### src/rtl/input_conditioner.sv
// Synchronizes and debounces raw board inputs, turns a step press into a
// single-cycle pulse and derives the counter FSM advance enable.

module input_conditioner_sync #(
   parameter int             W       = 1,
   parameter logic [W-1:0]   RST_VAL = '0
) (
   input  logic         clk,
   input  logic         rst_n,
   input  logic [W-1:0] raw_i,
   output logic [W-1:0] sync_o
);

   logic [W-1:0] s1_q, s1_d;
   logic [W-1:0] s2_q, s2_d;

   always_comb begin
      s1_d = raw_i;
      s2_d = s1_q;
   end

   always_ff @(posedge clk or negedge rst_n) begin
      if (!rst_n) begin
         s1_q <= RST_VAL;
         s2_q <= RST_VAL;
      end else begin
         s1_q <= s1_d;
         s2_q <= s2_d;
      end
   end

   assign sync_o = s2_q;

endmodule

module input_conditioner_debounce #(
   parameter int             W       = 1,
   parameter int             D       = 4,
   parameter int             CNT_W   = 3,
   parameter logic [W-1:0]   RST_VAL = '0
) (
   input  logic         clk,
   input  logic         rst_n,
   input  logic [W-1:0] sync_i,
   output logic [W-1:0] deb_o
);

   localparam logic [CNT_W-1:0] LAST = CNT_W'(D - 1);

   logic [W-1:0]     deb_q, deb_d;
   logic [CNT_W-1:0] cnt_q, cnt_d;

   // Any mismatch keeps counting, even if the mismatching value moves;
   // the value present on the terminal cycle is the one loaded.
   always_comb begin
      deb_d = deb_q;
      cnt_d = '0;
      if (sync_i != deb_q) begin
         if (cnt_q == LAST) begin
            deb_d = sync_i;
         end else begin
            cnt_d = cnt_q + 1'b1;
         end
      end
   end

   always_ff @(posedge clk or negedge rst_n) begin
      if (!rst_n) begin
         deb_q <= RST_VAL;
         cnt_q <= '0;
      end else begin
         deb_q <= deb_d;
         cnt_q <= cnt_d;
      end
   end

   assign deb_o = deb_q;

endmodule

module input_conditioner #(
   parameter int DEBOUNCE_CYCLES = 4,
   parameter int CNT_W           = 3
) (
   input  logic       clk_1hz,
   input  logic       reset_button,
   input  logic       mode_switch_raw,
   input  logic [1:0] fsm_input_x_raw,
   input  logic       step_button_raw,
   output logic       mode_out,
   output logic [1:0] fsm_input_x,
   output logic       step_pulse,
   output logic       advance_en
);

   logic       rst_n;
   logic       mode_sync;
   logic [1:0] x_sync;
   logic       step_sync;
   logic       mode_deb;
   logic [1:0] x_deb;
   logic       step_deb;
   logic       mode_chg;

   logic step_prev_q, step_prev_d;
   logic mode_prev_q, mode_prev_d;
   logic step_pulse_q, step_pulse_d;
   logic advance_en_q, advance_en_d;

   assign rst_n = reset_button;

   input_conditioner_sync #(
      .W       (1),
      .RST_VAL (1'b1)
   ) u_sync_mode (
      .clk    (clk_1hz),
      .rst_n  (rst_n),
      .raw_i  (mode_switch_raw),
      .sync_o (mode_sync)
   );

   input_conditioner_sync #(
      .W       (2),
      .RST_VAL (2'b00)
   ) u_sync_x (
      .clk    (clk_1hz),
      .rst_n  (rst_n),
      .raw_i  (fsm_input_x_raw),
      .sync_o (x_sync)
   );

   input_conditioner_sync #(
      .W       (1),
      .RST_VAL (1'b1)
   ) u_sync_step (
      .clk    (clk_1hz),
      .rst_n  (rst_n),
      .raw_i  (step_button_raw),
      .sync_o (step_sync)
   );

   input_conditioner_debounce #(
      .W       (1),
      .D       (DEBOUNCE_CYCLES),
      .CNT_W   (CNT_W),
      .RST_VAL (1'b1)
   ) u_deb_mode (
      .clk    (clk_1hz),
      .rst_n  (rst_n),
      .sync_i (mode_sync),
      .deb_o  (mode_deb)
   );

   input_conditioner_debounce #(
      .W       (2),
      .D       (DEBOUNCE_CYCLES),
      .CNT_W   (CNT_W),
      .RST_VAL (2'b00)
   ) u_deb_x (
      .clk    (clk_1hz),
      .rst_n  (rst_n),
      .sync_i (x_sync),
      .deb_o  (x_deb)
   );

   input_conditioner_debounce #(
      .W       (1),
      .D       (DEBOUNCE_CYCLES),
      .CNT_W   (CNT_W),
      .RST_VAL (1'b1)
   ) u_deb_step (
      .clk    (clk_1hz),
      .rst_n  (rst_n),
      .sync_i (step_sync),
      .deb_o  (step_deb)
   );

   // A press landing on the mode-change cycle is dropped, not deferred.
   always_comb begin
      step_prev_d  = step_deb;
      mode_prev_d  = mode_deb;
      step_pulse_d = step_prev_q & ~step_deb;
      mode_chg     = mode_prev_q ^ mode_deb;
      if (mode_chg) begin
         advance_en_d = 1'b0;
      end else if (mode_deb) begin
         advance_en_d = 1'b1;
      end else begin
         advance_en_d = step_pulse_d;
      end
   end

   always_ff @(posedge clk_1hz or negedge rst_n) begin
      if (!rst_n) begin
         step_prev_q  <= 1'b1;
         mode_prev_q  <= 1'b1;
         step_pulse_q <= 1'b0;
         advance_en_q <= 1'b0;
      end else begin
         step_prev_q  <= step_prev_d;
         mode_prev_q  <= mode_prev_d;
         step_pulse_q <= step_pulse_d;
         advance_en_q <= advance_en_d;
      end
   end

   assign mode_out    = mode_deb;
   assign fsm_input_x = x_deb;
   assign step_pulse  = step_pulse_q;
   assign advance_en  = advance_en_q;

endmodule

### config.mk
export PLATFORM = sky130hd
export DESIGN_NAME = input_conditioner
export DESIGN_NICKNAME = d
export VERILOG_FILES = /design/src/rtl/input_conditioner.sv
export SDC_FILE = /design/constraint.sdc
export NUM_CORES = 1
export LEC_CHECK = 0
export CORE_MARGIN = 4
export CORE_UTILIZATION = 46
export DETAILED_ROUTE_END_ITERATION = 10
export PLACE_DENSITY = 0.8
export SYNTH_ARGS = -nofsm -noshare
export SYNTH_HDL_FRONTEND = slang
export SYNTH_SLANG_ARGS = --single-unit
### constraint.sdc
create_clock -name clk_1hz -period 1 [get_ports clk_1hz]
set_input_delay 0.15 -clock clk_1hz [delete_from_list [all_inputs] [get_ports clk_1hz]]
set_output_delay 0.15 -clock clk_1hz [all_outputs]
set_load 0.02 [all_outputs]
==> impl_table.tex, run 1 <==
\begin{tabular}{lr}
\hline
Metric & Value \\
\hline
\multicolumn{2}{l}{\textbf{Setup path}} \\
\quad Critical path, cell by cell & ha\_2 > nor2b\_4 > mux2\_4 \\
\quad Largest fanout on the critical path & 3 \\
\quad Required time worst endpoint & 1250 ps \\
\quad Worst endpoint data arrival time & 1400 ps \\
\quad Worst path slowest cell & sky130\_fd\_sc\_hd\_\_dfrtp\_1 \\
\quad Kind of capture point of the worst setup path & register \\
\quad Element type at the critical path start & register \\
\quad Cell family with the largest share of critical-path delay & flip-flops \\
\quad Critical Setup Path Class & register to register \\
\quad Delay contributed by the slowest stage of the critical path & 390 ps \\
\quad Combined buffer and inverter count along the critical path & 0 \\
\multicolumn{2}{l}{\textbf{STA}} \\
\quad Hold slack & 170 ps \\
\quad Final WS setup & -153 ps \\
\quad Worst slew slack as a fraction of its limit & 0.846 \\
\quad Final setup viols & 12 \\
\quad Final Hold Vio Count & 0 \\
\quad Shortest clock period the worst path allows after layout & 1150 ps \\
\quad Final period util & 1.15 \\
\quad Worst Tran Pin Value & 229 ps \\
\quad Count of final max-slew check failures & 0 \\
\quad Final-layout setup total negative slack & -1230 ps \\
\quad Max Fclk & 867 MHz \\
\quad Unrepaired setup endpoints after global routing & true \\
\quad Worst clock skew & 2.43 ps \\
\multicolumn{2}{l}{\textbf{Logic synthesis}} \\
\quad Cell accounting for the most synthesized area & sky130\_fd\_sc\_hd\_\_dfrtp\_1 \\
\quad Share of cell area taken by muxes after synthesis & 0.0520 \\
\quad Count of state elements after synthesis & 25 \\
\quad Cell types occupying the most area after synthesis & sky130\_fd\_sc\_hd\_\_dfrtp\_1, sky130\_fd\_sc\_hd\_\_dfstp\_2, sky130\_fd\_sc\_hd\_\_mux2\_2 \\
\quad Mapped Cells & 52 \\
\quad Avg Synthesized Cell Area & 16.7 um\^{}2 \\
\quad Fraction of synthesized cell area taken by the top area cell type & 0.491 \\
\quad Share of synthesized area occupied by flip-flops and latches & 0.734 \\
\quad Distinct cell type count after synthesis & 15 \\
\quad Main flop type after synthesis & sky130\_fd\_sc\_hd\_\_dfrtp\_1 \\
\quad Combined area of all synthesized cells & 866 um\^{}2 \\
\quad Post-synthesis adder-cell area fraction & 0.0434 \\
\quad Top cells by instance count after synthesis & sky130\_fd\_sc\_hd\_\_dfrtp\_1, sky130\_fd\_sc\_hd\_\_dfstp\_2, sky130\_fd\_sc\_hd\_\_mux2\_2, sky130\_fd\_sc\_hd\_\_xnor2\_1 \\
\quad Total nets after synthesis & 61 \\
\quad Ys Warns & 0 \\
\quad Main combinational cell family by area after synthesis & simple AND/OR/NAND/NOR gates \\
\quad Number of enable-type register cells in the synthesized netlist & 0 \\
\quad Share of synthesized cell area in and, or, nand and nor gates & 0.0968 \\
\quad Post-Synth XOR/XNOR Area & 0.0405 \\
\quad Share of async-settable or async-resettable flops after synthesis & 1.00 \\
\quad Post-synthesis compound-gate area fraction & 0.0332 \\
\quad Dominant cell by count in the synthesized netlist & sky130\_fd\_sc\_hd\_\_dfrtp\_1 \\
\multicolumn{2}{l}{\textbf{Clocking}} \\
\quad Register clock-pin slew on the reported worst setup and hold paths & 130 ps \\
\quad CTS Root Cell & sky130\_fd\_sc\_hd\_\_clkbuf\_4 \\
\quad Total clock buffers created by CTS & 3 \\
\quad H-Tree Depth & 1 \\
\quad CTS tree & built \\
\quad Clock net sink count & 25 \\
\quad Worst-skew pair later-pin latency & 310 ps \\
\quad Number of buffers added to fix hold violations after cts & 0 \\
\quad Number of buffers on the longest clock path & 2 \\
\multicolumn{2}{l}{\textbf{GRT}} \\
\quad Met3 Usage GRT & 0.0350 \\
\quad Antenna violations before repair & 0 \\
\quad Global-route met1 utilization & 0.158 \\
\quad GRT Residual Overflow & 0 \\
\quad GRT met2 Usage & 0.161 \\
\quad Wire length of the first global-routing pass & 2.21 mm \\
\quad Maximum number of pins on one net before global-route repair & 26 \\
\quad Vias in the first global route & 498 \\
\quad Overall track demand over capacity in global routing & 0.117 \\
\quad Most crowded layer after global routing & met2 \\
\multicolumn{2}{l}{\textbf{Placement}} \\
\quad Count of buffers inserted at the top-level ports & 10 \\
\quad GPL Wtd Cong & 0.685 \\
\quad Post-DP Area & 1090 um\^{}2 \\
\quad DP HPWL & 790 um \\
\multicolumn{2}{l}{\textbf{Hold path}} \\
\quad Class of the worst hold path & input pin to asynchronous set/reset pin \\
\multicolumn{2}{l}{\textbf{Die}} \\
\quad Floorplan die height & 51.4 um \\
\quad Floorplan row count & 15 \\
\quad Die area & 2640 um\^{}2 \\
\quad Floorplan Core Area & 1760 um\^{}2 \\
\quad \# IOs & 11 \\
\quad Die outline width & 51.4 um \\
\quad Effective utilization at floorplan & 0.491 \\
\multicolumn{2}{l}{\textbf{Detailed routing}} \\
\quad Iteration-0 DRC Markers & 1 \\
\quad Sum of routed wire length over all layers & 1.37 mm \\
\quad Number of nets with antenna violations after routing & 0 \\
\quad Count of unresolved DRC violations after routing & 0 \\
\quad First drt pass iteration count & 2 \\
\quad Detailed-route vias per instance & 4.68 \\
\quad Via count & 491 \\
\quad Routed wire length per instance & 13.0 um \\
\multicolumn{2}{l}{\textbf{Cells and area}} \\
\quad Layout cells sized above 1 & 0.650 \\
\quad Signed area change from the synthesized netlist to the final layout & 47.4\% \\
\quad Fill cell count & 118 \\
\quad Count of nets after finishing & 90 \\
\quad Inserted Diodes & 0 \\
\quad Finished layout cell area & 1280 um\^{}2 \\
\multicolumn{2}{l}{\textbf{Status}} \\
\quad Failing checks & negative setup slack \\
\quad Result of the run & complete, but fails checks \\
\multicolumn{2}{l}{\textbf{Power}} \\
\quad Standby leakage power & 0.576 nW \\
\quad Total power after layout & 0.00360 W \\
\quad Power density over the cells & 2820 nW/um\^{}2 \\
\quad Maximum vdd drop & 0.00151 V \\
\multicolumn{2}{l}{\textbf{Job}} \\
\quad Number of maximum-capacitance constraint violations & 0 \\
\hline
\end{tabular}
-- logic make-up after synthesis --
logic type	Yosys count
simple gates	12
flops	25
compound gates	4
fa+ha+maj	3
xor+xnor	4
mux	4
-- sequential cells by signal (all words and copies together), names as in the netlist, 2 cells and up --
register          count
u_deb_mode.cnt_q      3
u_deb_step.cnt_q      3
u_deb_x.cnt_q         3
u_deb_x.deb_o         2
u_sync_x.s1_q         2
u_sync_x.sync_o       2
-- stage by stage --
| step | utilization | instances | worst slack [ps] |
|---|---|---|---|
| after floorplan | - | 52 | -70.2 |
| after global placement | 0.619 | 94 | -254 |
| after detailed placement | 0.619 | 94 | -260 |
| after CTS | 0.667 | 100 | -157 |
| after global routing | 0.723 | 105 | -203 |
| final | 0.723 | 105 | -153 |
-- final timing paths --
kind	from	end	slack [ps]	cells past startpoint
setup / recovery	u_deb_mode.cnt_q[0]$_DFF_PN0_	u_deb_mode.deb_o$_DFFE_PN1P_	-150	3
hold / removal	reset_button	u_deb_x.deb_o[0]$_DFFE_PN0P_	170	2
setup reg to reg	u_deb_mode.cnt_q[0]$_DFF_PN0_	u_deb_mode.deb_o$_DFFE_PN1P_	-150	3
hold reg to reg	u_sync_x.s1_q[0]$_DFF_PN0_	u_sync_x.sync_o[0]$_DFF_PN0_	370	0
max in group asynchronous	reset_button	u_deb_mode.deb_o$_DFFE_PN1P_	610	2
min in group clk_1hz	step_button_raw	u_sync_step.s1_q$_DFF_PN1_	230	1
-- layer usage --
| metal | vias up | part of all wire | routed length (um) |
|---|---|---|---|
| met1 | 243 | 0.46 | 629 |
| li1 | 234 | - | - |
| met3 | 2 | 0.028 | 38 |
| met5 | - | 0 | 0 |
| met2 | 12 | 0.50 | 685 |
| met4 | 0 | 0.010 | 14 |
-- cell type report --
cell class                 count  area, um^2  area share
sequential                    25         636       0.498
multi-input combinational     27         343       0.269
clock inverter                 1        5.00     0.00392
timing repair buffer          24         239       0.187
tap                           25        31.3      0.0245
clock buffer                   3        22.5      0.0176
-- report_power, final --
| group | internal [W] | switching [W] |
|---|---|---|
| Combinational | 0.00100 | 0.000601 |
| Sequential | 0.00136 | 0.000200 |
| Clock | 0.000149 | 0.000289 |
| Total | 0.00251 | 0.00109 |
-- placed cells by master, fill, tap and decap left out --
cell type and instances:
sky130_fd_sc_hd__nor3_2 2, sky130_fd_sc_hd__buf_6 9, sky130_fd_sc_hd__a21o_2 1, sky130_fd_sc_hd__clkdlybuf4s50_1 5
sky130_fd_sc_hd__ha_2 3, sky130_fd_sc_hd__clkinv_2 1, sky130_fd_sc_hd__a21boi_1 1, sky130_fd_sc_hd__clkbuf_4 3
sky130_fd_sc_hd__xnor2_2 3, sky130_fd_sc_hd__a21oi_1 1, sky130_fd_sc_hd__nor2b_1 2, sky130_fd_sc_hd__dfstp_2 8
sky130_fd_sc_hd__xnor2_4 1, sky130_fd_sc_hd__a211oi_1 1, sky130_fd_sc_hd__buf_4 9, sky130_fd_sc_hd__nor2b_4 3
sky130_fd_sc_hd__nor4b_2 1, sky130_fd_sc_hd__mux2_4 4, sky130_fd_sc_hd__nor3b_2 3, sky130_fd_sc_hd__dfrtp_1 17
sky130_fd_sc_hd__nand2b_1 1, sky130_fd_sc_hd__buf_12 1
-- timing repair --
item | CTS | global route
setup endpoints to repair | 15 | 18
pin swaps | 5 | 4
buffers inserted | 2 | 6
gates resized for setup | 35 | 14
Note: power is estimated with default switching activity, not from simulation.
==> run 2: changes to the inputs <==
--- a/config.mk
+++ b/config.mk
@@ -8,6 +8,7 @@
 export CORE_MARGIN = 4
 export CORE_UTILIZATION = 46
 export DETAILED_ROUTE_END_ITERATION = 10
+export GPL_TIMING_DRIVEN = 0
 export PLACE_DENSITY = 0.8
 export SYNTH_ARGS = -nofsm -noshare
 export SYNTH_HDL_FRONTEND = slang
==> run 2 against run 1 <==
The flow still finishes with violations (negative setup slack). Die area unchanged. Worst setup slack worse by 20 ps. Count of clock-buffer cells in the layout up 1. Clock power down 7.1%. Critical endpoint is now u_deb_x.deb_o[0]$_DFFE_PN0P_. Worst hold slack worse by 46 ps. Combinational power up 3%. First-iteration DRC count unchanged. Sequential share of layout area up 0.59 points. Via count down 0.61%. Cell count down 1.9%. Largest cell class unchanged. Global-route usage up 1.4 points.
==> impl_table.tex, run 2 (synthesis results as in run 1) <==
\begin{tabular}{lr}
\hline
Metric & Value \\
\hline
\multicolumn{2}{l}{\textbf{Cells and area}} \\
\quad Layout cells sized above 1 & 0.628 \\
\quad Count of nets after finishing & 88 \\
\quad Finished layout cell area & 1260 um\^{}2 \\
\quad Top Registers & u\_deb\_mode.cnt\_q: 3 flops, u\_deb\_step.cnt\_q: 3 flops, u\_deb\_x.cnt\_q: 3 flops \\
\quad Fill cell count & 123 \\
\quad Inserted Diodes & 0 \\
\quad Final std cells w/o fill & 103 \\
\quad Most frequent standard cell in the layout excluding fill and tap cells & sky130\_fd\_sc\_hd\_\_dfrtp\_1 \\
\quad Multi-input logic area & 365 um\^{}2 \\
\quad Most used cells in the layout excluding fill and tap cells & sky130\_fd\_sc\_hd\_\_dfrtp\_1, sky130\_fd\_sc\_hd\_\_buf\_4, sky130\_fd\_sc\_hd\_\_dfstp\_2 \\
\quad Register area & 636 um\^{}2 \\
\quad Signed area change from the synthesized netlist to the final layout & 45.7\% \\
\multicolumn{2}{l}{\textbf{STA}} \\
\quad Worst Tran Pin Value & 1000 ps \\
\quad Final Hold Vio Count & 0 \\
\quad Worst clock skew & 2.55 ps \\
\quad Final WS setup & -173 ps \\
\quad Shortest clock period the worst path allows after layout & 1170 ps \\
\quad Count of final max-slew check failures & 0 \\
\quad Final setup viols & 10 \\
\quad Worst slew slack as a fraction of its limit & 0.331 \\
\quad Final period util & 1.17 \\
\quad Unrepaired setup endpoints after global routing & true \\
\quad Max Fclk & 853 MHz \\
\multicolumn{2}{l}{\textbf{Placement}} \\
\quad Number of placed cells counting well taps & 87 \\
\quad Post-DP Area & 1030 um\^{}2 \\
\quad GPL Wtd Cong & 0.645 \\
\quad Count of buffers inserted at the top-level ports & 10 \\
\multicolumn{2}{l}{\textbf{Setup path}} \\
\quad Kind of capture point of the worst setup path & register \\
\quad Worst endpoint data arrival time & 1370 ps \\
\quad Largest fanout on the critical path & 3 \\
\quad Critical Setup Path Class & register to register \\
\quad Required time worst endpoint & 1190 ps \\
\quad Worst-case reg-to-reg path depth & 3 \\
\quad Element type at the critical path start & register \\
\multicolumn{2}{l}{\textbf{Detailed routing}} \\
\quad Sum of routed wire length over all layers & 1.38 mm \\
\quad Iteration-0 DRC Markers & 1 \\
\quad Via count & 488 \\
\quad Routed wire length per instance & 13.4 um \\
\quad Count of unresolved DRC violations after routing & 0 \\
\quad Number of nets with antenna violations after routing & 0 \\
\quad Detailed-route vias per instance & 4.74 \\
\quad First drt pass iteration count & 4 \\
\multicolumn{2}{l}{\textbf{Clocking}} \\
\quad Total clock buffers created by CTS & 3 \\
\quad Number of buffers on the longest clock path & 2 \\
\quad CTS tree & built \\
\quad Register clock-pin slew on the reported worst setup and hold paths & 120 ps \\
\quad CTS Root Cell & sky130\_fd\_sc\_hd\_\_clkbuf\_4 \\
\quad Worst-skew pair later-pin latency & 300 ps \\
\quad H-Tree Depth & 1 \\
\quad Clock net sink count & 25 \\
\multicolumn{2}{l}{\textbf{Die}} \\
\quad Effective utilization at floorplan & 0.491 \\
\quad Die area & 2640 um\^{}2 \\
\quad Floorplan die height & 51.4 um \\
\quad Floorplan row count & 15 \\
\quad Die outline width & 51.4 um \\
\quad \# IOs & 11 \\
\quad Floorplan Core Area & 1760 um\^{}2 \\
\multicolumn{2}{l}{\textbf{Status}} \\
\quad Failing checks & negative setup slack \\
\quad Result of the run & complete, but fails checks \\
\multicolumn{2}{l}{\textbf{Hold path}} \\
\quad Class of the worst hold path & input pin to asynchronous set/reset pin \\
\multicolumn{2}{l}{\textbf{Power}} \\
\quad Maximum vdd drop & 0.00140 V \\
\quad Power density over the cells & 2870 nW/um\^{}2 \\
\quad Total power after layout & 0.00362 W \\
\quad Standby leakage power & 0.563 nW \\
\multicolumn{2}{l}{\textbf{GRT}} \\
\quad GRT Residual Overflow & 0 \\
\quad Wire length of the first global-routing pass & 2.46 mm \\
\quad Antenna violations before repair & 0 \\
\quad Overall track demand over capacity in global routing & 0.131 \\
\quad Vias in the first global route & 552 \\
\quad Maximum number of pins on one net before global-route repair & 26 \\
\multicolumn{2}{l}{\textbf{Job}} \\
\quad Number of maximum-capacitance constraint violations & 0 \\
\hline
\end{tabular}
[run 2: power by group]
group          internal [W]  switching [W]  leakage [nW]
Sequential          0.00136       0.000193         0.298
Combinational       0.00102       0.000633         0.250
Clock              0.000155       0.000253        0.0150
[run 2: final cells by class]
| type | count | share of cell area |
|---|---|---|
| Clock buffer | 4 | 0.0208 |
| Multi-Input combinational cell | 27 | 0.290 |
| Sequential cell | 25 | 0.504 |
| Tap cell | 25 | 0.0248 |
| Timing Repair Buffer | 22 | 0.161 |
[run 2: layer usage]
metal / global-route usage / routed length, um / vias up
li1: - / - / 231
met1: 0.154 / 556 / 245
met2: 0.212 / 752 / 10
met3: 0.0292 / 52 / 2
met4: 0.0873 / 17 / 0
met5: 0 / 0 / -
[run 2: worst max-delay path, stage by stage, from the launching register on]
cell                      delay, ps
sky130_fd_sc_hd__dfrtp_1        380
sky130_fd_sc_hd__ha_2           180
sky130_fd_sc_hd__nor2b_4        190
sky130_fd_sc_hd__mux2_4         310
[run 2: repair_timing]
action,in CTS,in global routing
pin swaps,7,7
setup endpoints to repair,30,19
setup buffers,6,6
gates resized for setup,34,16
hold buffers,0,0
[run 2: path summary, 6_finish.rpt]
kind / slack (ps) / end / startpoint
worst max-delay path: -170 / u_deb_x.deb_o[0]$_DFFE_PN0P_ / u_deb_x.cnt_q[0]$_DFF_PN0_
worst min-delay path: 120 / u_sync_x.sync_o[0]$_DFF_PN0_ / reset_button
worst max register to register: -170 / u_deb_x.deb_o[0]$_DFFE_PN0P_ / u_deb_x.cnt_q[0]$_DFF_PN0_
worst min register to register: 360 / u_sync_x.sync_o[1]$_DFF_PN0_ / u_sync_x.s1_q[1]$_DFF_PN0_
max in group asynchronous: 280 / u_sync_x.s1_q[0]$_DFF_PN0_ / reset_button
min in group clk_1hz: 240 / u_sync_mode.s1_q$_DFF_PN1_ / mode_switch_raw
[run 2: stage by stage]
stage	util	setup TNS, ps	hold slack [ps]	worst slack (ps)
after floorplan	-	-171	-146	-70.2
after global placement	0.582	-10080	334	-414
after detailed placement	0.582	-10790	336	-437
after CTS	0.640	-846	158	-168
after global routing	0.715	-1510	190	-224
final	0.715	-847	124	-173
==> run 3: changes to the inputs <==
--- a/config.mk
+++ b/config.mk
@@ -5,11 +5,12 @@
 export SDC_FILE = /design/constraint.sdc
 export NUM_CORES = 1
 export LEC_CHECK = 0
-export CORE_MARGIN = 4
-export CORE_UTILIZATION = 46
+export CORE_MARGIN = 2
+export CORE_UTILIZATION = 55
 export DETAILED_ROUTE_END_ITERATION = 10
 export GPL_TIMING_DRIVEN = 0
-export PLACE_DENSITY = 0.8
+export PLACE_DENSITY = 0.88
+export SKIP_CTS_REPAIR_TIMING = 1
 export SYNTH_ARGS = -nofsm -noshare
 export SYNTH_HDL_FRONTEND = slang
 export SYNTH_SLANG_ARGS = --single-unit
==> constraint.sdc (replaced) <==
create_clock -name clk_1hz -period 1.45 [get_ports clk_1hz]
set_input_delay 0.2175 -clock clk_1hz [delete_from_list [all_inputs] [get_ports clk_1hz]]
set_output_delay 0.2175 -clock clk_1hz [all_outputs]
set_load 0.02 [all_outputs]
==> run 3 against run 2 <==
The flow now finishes without violations. First-iteration DRC count is the same. Die area shrank 28%. Utilization shrank 2.7 points. Clock skew grew 5.7 ps. Sequential share of layout area grew 12 points. Worst hold slack gained 170 ps. Total power shrank 47%. Register-to-register slack gained 450 ps. Count of clock-buffer cells in the layout is the same. Critical path type is now register to primary output.
==> impl_table.tex, run 3 (synthesis results as in run 1) <==
\begin{tabular}{lr}
\hline
Metric & Value \\
\hline
\multicolumn{2}{l}{\textbf{Setup path}} \\
\quad Element type at the critical path start & register \\
\quad Worst path slowest cell & sky130\_fd\_sc\_hd\_\_dfstp\_2 \\
\quad Critical Setup Path Class & register to primary output \\
\quad Worst endpoint data arrival time & 1160 ps \\
\quad Kind of capture point of the worst setup path & primary output \\
\quad Beginning of the critical path & u\_deb\_mode.deb\_o\$\_DFFE\_PN1P\_ \\
\quad Cell family with the largest share of critical-path delay & flip-flops \\
\quad Startpoint of the most critical register-to-register path & u\_deb\_x.cnt\_q[0]\$\_DFF\_PN0\_ \\
\quad Combined buffer and inverter count along the critical path & 1 \\
\quad Critical path, cell by cell & dlymetal6s2s\_1 \\
\quad Largest fanout on the critical path & 6 \\
\quad Required time worst endpoint & 1230 ps \\
\quad Delay contributed by the slowest stage of the critical path & 600 ps \\
\multicolumn{2}{l}{\textbf{Cells and area}} \\
\quad Finished layout cell area & 1020 um\^{}2 \\
\quad Signed area change from the synthesized netlist to the final layout & 18.4\% \\
\quad Most used cells in the layout excluding fill and tap cells & sky130\_fd\_sc\_hd\_\_dfrtp\_1, sky130\_fd\_sc\_hd\_\_dfstp\_2, sky130\_fd\_sc\_hd\_\_clkdlybuf4s50\_1, sky130\_fd\_sc\_hd\_\_dlymetal6s2s\_1 \\
\quad Count of nets after finishing & 76 \\
\quad Layout cells sized above 1 & 0.273 \\
\quad Utilization after layout & 0.688 \\
\quad Inserted Diodes & 0 \\
\quad Most frequent standard cell in the layout excluding fill and tap cells & sky130\_fd\_sc\_hd\_\_dfrtp\_1 \\
\quad Top Registers & u\_deb\_mode.cnt\_q: 3 flops, u\_deb\_step.cnt\_q: 3 flops, u\_deb\_x.cnt\_q: 3 flops \\
\multicolumn{2}{l}{\textbf{Clocking}} \\
\quad Worst-skew pair later-pin latency & 310 ps \\
\quad Total clock buffers created by CTS & 3 \\
\quad Number of buffers on the longest clock path & 2 \\
\quad CTS tree & built \\
\quad Clock net sink count & 25 \\
\quad H-Tree Depth & 1 \\
\quad CTS Root Cell & sky130\_fd\_sc\_hd\_\_clkbuf\_4 \\
\quad Register clock-pin slew on the reported worst setup and hold paths & 120 ps \\
\multicolumn{2}{l}{\textbf{STA}} \\
\quad Worst slew slack as a fraction of its limit & 0.313 \\
\quad Worst Tran Pin Value & 1030 ps \\
\quad Final period util & 0.948 \\
\quad Final Hold Vio Count & 0 \\
\quad Shortest clock period the worst path allows after layout & 1380 ps \\
\quad Hold slack & 297 ps \\
\quad Final setup viols & 0 \\
\quad Unrepaired setup endpoints after global routing & false \\
\quad Max Fclk & 727 MHz \\
\quad Count of final max-slew check failures & 0 \\
\quad Worst clock skew & 8.23 ps \\
\quad Final WS setup & 74.9 ps \\
\multicolumn{2}{l}{\textbf{Placement}} \\
\quad Pre-CTS setup slack & -52.5 ps \\
\quad Count of buffers inserted at the top-level ports & 10 \\
\quad GPL Wtd Cong & 0.688 \\
\quad Post-DP Area & 986 um\^{}2 \\
\multicolumn{2}{l}{\textbf{Die}} \\
\quad Floorplan row count & 14 \\
\quad Floorplan die height & 43.7 um \\
\quad \# IOs & 11 \\
\quad Effective utilization at floorplan & 0.582 \\
\quad Die outline width & 43.7 um \\
\quad Die area & 1910 um\^{}2 \\
\quad Floorplan Core Area & 1490 um\^{}2 \\
\multicolumn{2}{l}{\textbf{Detailed routing}} \\
\quad Sum of routed wire length over all layers & 1.05 mm \\
\quad First drt pass iteration count & 3 \\
\quad Number of nets with antenna violations after routing & 0 \\
\quad Routed wire length per instance & 12.8 um \\
\quad Count of unresolved DRC violations after routing & 0 \\
\quad Via count & 428 \\
\quad Detailed-route vias per instance & 5.22 \\
\quad Iteration-0 DRC Markers & 1 \\
\multicolumn{2}{l}{\textbf{GRT}} \\
\quad Wire length of the first global-routing pass & 1.76 mm \\
\quad GRT Residual Overflow & 0 \\
\quad Vias in the first global route & 422 \\
\quad Antenna violations before repair & 0 \\
\quad Overall track demand over capacity in global routing & 0.137 \\
\quad Maximum number of pins on one net before global-route repair & 26 \\
\multicolumn{2}{l}{\textbf{Job}} \\
\quad Number of maximum-capacitance constraint violations & 0 \\
\multicolumn{2}{l}{\textbf{Hold path}} \\
\quad Class of the worst hold path & input pin to register \\
\quad Startpoint of the worst hold path & step\_button\_raw \\
\multicolumn{2}{l}{\textbf{Power}} \\
\quad Power density over the cells & 1880 nW/um\^{}2 \\
\quad Standby leakage power & 0.497 nW \\
\quad Total power after layout & 0.00192 W \\
\quad Maximum vdd drop & 0.00121 V \\
\multicolumn{2}{l}{\textbf{Status}} \\
\quad Result of the run & completed \\
\hline
\end{tabular}
run 3: cell count changes in the layout (fill, tap and decap cells not counted), moves of 3 or more:
cell / delta
sky130_fd_sc_hd__ha_2: -3
sky130_fd_sc_hd__xnor2_4: -3
sky130_fd_sc_hd__ha_1: +3
sky130_fd_sc_hd__nor3b_1: +3
sky130_fd_sc_hd__buf_4: -10
sky130_fd_sc_hd__xnor2_1: +4
sky130_fd_sc_hd__mux2_4: -4
sky130_fd_sc_hd__buf_6: -7
sky130_fd_sc_hd__dlymetal6s2s_1: +5
sky130_fd_sc_hd__nor3b_2: -3
sky130_fd_sc_hd__mux2_2: +4
sky130_fd_sc_hd__nor2b_4: -3
run 3: final timing paths:
path	to	slack, ps	depth (start not counted)
min in group asynchronous	step_pulse$_DFF_PN0_	460	1
setup / recovery	mode_out	70	1
setup reg to reg	u_deb_x.deb_o[1]$_DFFE_PN0P_	280	3
hold / removal	u_sync_step.s1_q$_DFF_PN1_	300	1
max in group asynchronous	u_deb_x.cnt_q[1]$_DFF_PN0_	370	1
hold reg to reg	u_sync_mode.sync_o$_DFF_PN1_	360	0
run 3: metal layers:
metal,up-vias,routed length (um),GRT usage,part of all wire
li1,205,-,-,-
met4,0,47,0.145,0.045
met3,4,41,0.0250,0.039
met2,9,481,0.200,0.46
met5,-,0,0,0
met1,210,479,0.163,0.46
run 3: power breakdown:
group	switching (W)	internal [W]	leakage, nW
Combinational	0.000258	0.000318	0.184
Clock	0.000182	0.000107	0.0150
Sequential	0.000121	0.000937	0.298
Total	0.000560	0.00136	0.497
run 3: metrics by stage:
stage,std cells,setup TNS (ps)
floorplan,52,0
global placement,78,-592
detailed placement,78,-883
CTS,82,-536
global route,82,0
finish,82,0
run 3: area by class of cell:
| class | count | area [um^2] |
|---|---|---|
| Timing Repair Buffer | 10 | 113 |
| Sequential cell | 25 | 636 |
| Clock buffer | 4 | 26.3 |
| Tap cell | 16 | 20.0 |
| Fill cell | 101 | 464 |
| Multi-Input combinational cell | 27 | 230 |
